[config.mk]
export PLATFORM = sky130hd
export DESIGN_NAME = fifo_uart_tx
export DESIGN_NICKNAME = d
export VERILOG_FILES = /design/src/rtl/fifo_uart_tx.sv
export SDC_FILE = /design/constraint.sdc
export NUM_CORES = 1
export LEC_CHECK = 0
export ABC_AREA = 0
export BUFFER_PORTS_ARGS = -buffer_cell sky130_fd_sc_hd__buf_2
export CORE_UTILIZATION = 40
export CTS_CLUSTER_SIZE = 12
export DETAILED_ROUTE_END_ITERATION = 7
export PLACE_DENSITY_LB_ADDON = 0.25
export SYNTH_ARGS = -nofsm -noshare
export SYNTH_HDL_FRONTEND = slang
export SYNTH_SLANG_ARGS = --single-unit
[constraint.sdc]
create_clock -name CLK -period 6.9 [get_ports CLK]
set_clock_uncertainty 0.15 [all_clocks]
set_input_delay 1.725 -clock CLK [delete_from_list [all_inputs] [get_ports CLK]]
set_output_delay 1.725 -clock CLK [all_outputs]
set_load 0.01 [all_outputs]
[src/rtl/fifo_uart_tx.sv]
// UART 8N1 transmitter that pulls bytes from an external FIFO one at a time.
// TXD comes straight from a flop; its next value is derived only from internal state.
module fifo_uart_tx #(
  parameter int CLKS_PER_BIT = 868
) (
  input  logic        CLK,
  input  logic        RST,
  input  logic        Empty,
  input  logic [7:0]  fifo_data_out,
  output logic        RE_fifo,
  output logic        TXD,
  output logic        Busy,
  output logic [31:0] tx_count
);

  localparam int CW = (CLKS_PER_BIT > 1) ? $clog2(CLKS_PER_BIT) : 1;
  localparam logic [CW-1:0] BAUD_LAST = CW'(CLKS_PER_BIT - 1);

  typedef enum logic [2:0] {
    S_IDLE, S_READ, S_LOAD, S_START, S_DATA, S_STOP
  } state_t;

  state_t        r_state, w_state_next;
  logic [CW-1:0] r_baud, w_baud_next;
  logic [2:0]    r_bit_idx, w_bit_idx_next;
  logic [7:0]    r_shift, w_shift_next;
  logic [31:0]   r_tx_count, w_tx_count_next;
  logic          r_txd, w_txd_next;
  logic          w_bit_end;

  always_comb begin
    w_state_next    = r_state;
    w_baud_next     = r_baud;
    w_bit_idx_next  = r_bit_idx;
    w_shift_next    = r_shift;
    w_tx_count_next = r_tx_count;
    w_txd_next      = 1'b1;
    w_bit_end       = (r_baud == BAUD_LAST);

    case (r_state)
      S_IDLE: if (!Empty) w_state_next = S_READ;
      S_READ: w_state_next = S_LOAD;
      S_LOAD: begin
        w_shift_next   = fifo_data_out;
        w_baud_next    = '0;
        w_bit_idx_next = '0;
        w_txd_next     = 1'b0;
        w_state_next   = S_START;
      end
      S_START: begin
        w_txd_next  = 1'b0;
        w_baud_next = w_bit_end ? '0 : r_baud + CW'(1);
        if (w_bit_end) begin
          w_txd_next   = r_shift[0];
          w_state_next = S_DATA;
        end
      end
      S_DATA: begin
        w_txd_next  = r_shift[0];
        w_baud_next = w_bit_end ? '0 : r_baud + CW'(1);
        if (w_bit_end) begin
          // next bit is r_shift[1]; the shift lands on the same edge
          w_shift_next   = {1'b0, r_shift[7:1]};
          w_bit_idx_next = r_bit_idx + 3'd1;
          w_txd_next     = r_shift[1];
          if (r_bit_idx == 3'd7) begin
            w_txd_next   = 1'b1;
            w_state_next = S_STOP;
          end
        end
      end
      S_STOP: begin
        w_baud_next = w_bit_end ? '0 : r_baud + CW'(1);
        if (w_bit_end) begin
          w_tx_count_next = r_tx_count + 32'd1;
          w_state_next    = S_IDLE;
        end
      end
      default: w_state_next = S_IDLE;
    endcase
  end

  always_ff @(posedge CLK) begin
    if (RST) begin
      r_state    <= S_IDLE;
      r_baud     <= '0;
      r_bit_idx  <= '0;
      r_shift    <= '0;
      r_tx_count <= '0;
      r_txd      <= 1'b1;
    end else begin
      r_state    <= w_state_next;
      r_baud     <= w_baud_next;
      r_bit_idx  <= w_bit_idx_next;
      r_shift    <= w_shift_next;
      r_tx_count <= w_tx_count_next;
      r_txd      <= w_txd_next;
    end
  end

  assign RE_fifo  = (r_state == S_READ);
  assign Busy     = (r_state != S_IDLE);
  assign TXD      = r_txd;
  assign tx_count = r_tx_count;

endmodule
==> run metrics <==
TritonCTS clock tree yes; Mapped Nets 350; worst vdd ir ~120 uV; Core Area a little under 7000 um2; top_reg_cell synth dfxtp_1; Gate Count Post-Synth between 300 and 400; YS warnings 0; Post-synth EDFFs 0; Final Wtd Congestion between 0.7 and 0.8; Final ANT Viol Nets 0; area grow syn2layout 17.2%; Total Routing Usage GR a little under a fifth; Setup crit end kind output pin; syn avg cell area 8.44 um2; cell taking the most area after synthesis dfxtp_1; critical path required time just over 5 ns; die area 7410 um2; CTS max path bufs 2; # diodes 0; hpwl dp approximately 4200 um; final hold viol count 0; vias per inst between 5 and 6; Slew @ Worst Pin between 0.9 and 1 ns; Max FO, Critical Path 12; RSZ-0062 raised after global routing no; Port Buffer Count between 40 and 50; root buf cell clkbuf_8; critical path startpoint category register; fmax approximately 0.31 GHz; vias in the first global route between 2000 and 2500; largest net degree at the start of global routing 53; Synth cell types 50; Worst Hold End r_bit_idx[1]; Die Y 86.1 um; Pleak 1.24 nW; Min-Delay Path Depth 2; Synth top area share 40.4%; Post-Route WL between 6000 and 7000 um; worst r2r dst r_shift[0]; R2R depth 5; GRT overflow 0; ratio of cells with drive above 1 in the final layout roughly a fifth; Ports 46; DRT iter0 DRCs 89; Final Setup Violations 0; CTS Hold Buffers Added 0; Core Util, Final between 40% and 50%; crit path cell chain inv_1, nor3_1, buf_2; Wirelength per Cell 13.1 um; Filler cells 674; FP Rows 30; CP peak stage delay ~0.57 ns; clock period minus worst slack ~3.3 ns; DR vias ~2500; CTS clock-pin slew for the worst setup and hold paths ~0.070 ns; slowest stage cell, crit path dfxtp_1; CTS Buf Count 9; Post-DP Area 3120 um2; min-delay worst type register to register; Slew Limit Fails 0; Worst Path Arrival ~1.4 ns; R2R setup slack between 4 and 5 ns; cts repair resizes 0; antenna violations before repair 0; nets between 300 and 400; Initial Util 41.6%; H-tree depth 3; worst r2r src r_state[2]; # Max-Cap Violations 0; WS Path Type register to output pin; CTS sink count 57; top cells by area, synth dfxtp_1 (40%), nor2_1 (6.6%), xor2_1 (6.2%); final instance area 3310 um2; Pre-antenna DRT Iters 4; HP Start r_bit_idx[1]; postcts setup bufs 0; PD cells 206 nW/um2; setup_tns 0 ns; Synth Cell Area between 2000 and 3000 um2; chip width around 86 um; DRC violations left 0; asr flop ratio synth 0%; Skew-Pair Late Insertion Delay around 0.34 ns; status complete, no violations; period utilization ~47%; first-pass GRT wire length roughly 11000 um; register area share after synthesis between 40 and 50%; #FFs+latches synth 57; Slew HR 37.6%
[power by group]
part / leakage [nW] / switching (mW) / total, mW / internal (mW)
combinational: 0.687 / 0.0190 / 0.0312 / 0.0122
sequential: 0.461 / 0.00629 / 0.341 / 0.335
clock: 0.0953 / 0.137 / 0.312 / 0.175
[worst max path at each step]
stage / from / to / slack, ns / depth (start not counted)
3_3_place_gp: RST / r_baud[7] / 3.80 / 3
5_1_grt: r_state[0] / RE_fifo / 3.51 / 3
3_5_place_dp: RST / r_baud[7] / 3.79 / 3
6_report: r_state[0] / RE_fifo / 3.63 / 3
2_1_floorplan: r_state[2] / Busy / 3.97 / 3
4_1_cts: r_state[0] / RE_fifo / 3.63 / 3
[state kept, by name, indices dropped and copies added, names as in the netlist]
name and cells:
TXD 1, r_baud 10, r_bit_idx 3, r_shift 8
r_state 3, tx_count 32
[cells in the final DEF, fill, tap and decap left out, drive strengths merged, types with 11 or more instances in the layout]
master,instances
xor2,20
nor2,50
nand2,25
nand3,12
dfxtp,57
nand4,22
a21oi,17
buf,48
clkbuf,11
nor3,11
[cells by family after synthesis]
logic type | synth area share [%]
and+or+nand+nor | 30.9
buffers and inverters | 4.12
AOI/OAI and AO/OA | 11.1
DFF | 40.4
muxes | 2.48
adders and majority gates | 1.77
xor gates and xnor gates | 9.29
[Yosys cell counts (3+ instances only)]
| master | number |
|---|---|
| ha_1 | 4 |
| dfxtp_1 | 57 |
| and2_1 | 3 |
| inv_1 | 10 |
| clkbuf_1 | 14 |
| mux2i_1 | 7 |
| xor2_1 | 20 |
| xnor2_1 | 10 |
| nand4_1 | 20 |
| a211oi_1 | 9 |
| a21oi_1 | 17 |
| o21ai_0 | 4 |
| nand2_1 | 25 |
| nand3_1 | 10 |
| nor2_1 | 50 |
| and3_1 | 4 |
| nor3_1 | 11 |
| o21ai_1 | 6 |
| or3_1 | 9 |
[per-stage QoR]
| step | worst slack, ns | hold WS (ns) | power, mW | std cells |
|---|---|---|---|---|
| final | 3.63 | 0.345 | 0.684 | 477 |
| after global routing | 3.51 | 0.381 | 0.710 | 477 |
| after CTS | 3.63 | 0.350 | 0.691 | 477 |
| after detailed placement | 3.79 | 0.338 | 0.379 | 461 |
| after global placement | 3.80 | 0.322 | 0.379 | 461 |
| after floorplan | 3.97 | 0.307 | 0.370 | 335 |
[layout make-up]
class                      instances  area, um2  share of cell area (%)
multi-input combinational        250       1570                    47.4
sequential                        57       1140                    34.4
timing repair buffer              48        248                    7.48
clock buffer                      11        141                    4.27
tap                               96        120                    3.63
clock inverter                     5       55.1                    1.66
inverter                          10       37.5                    1.13
[critical path: cells and delay by family (launching register included)]
family	cells	cell delay, ns
flip-flops	1	0.57
buffers and inverters	2	0.33
AND/OR/NAND/NOR	1	0.15
[per-layer routing]
layer  global-route usage (%)  vias to the layer above  wire length [um]
met5                        0                        -                 0
met4                     9.09                        0               104
met3                     4.62                       13               243
met2                     26.8                       52              2730
met1                     24.2                     1150              3170
li1                         -                     1272                 -
Power figures use the tool's default switching activity.
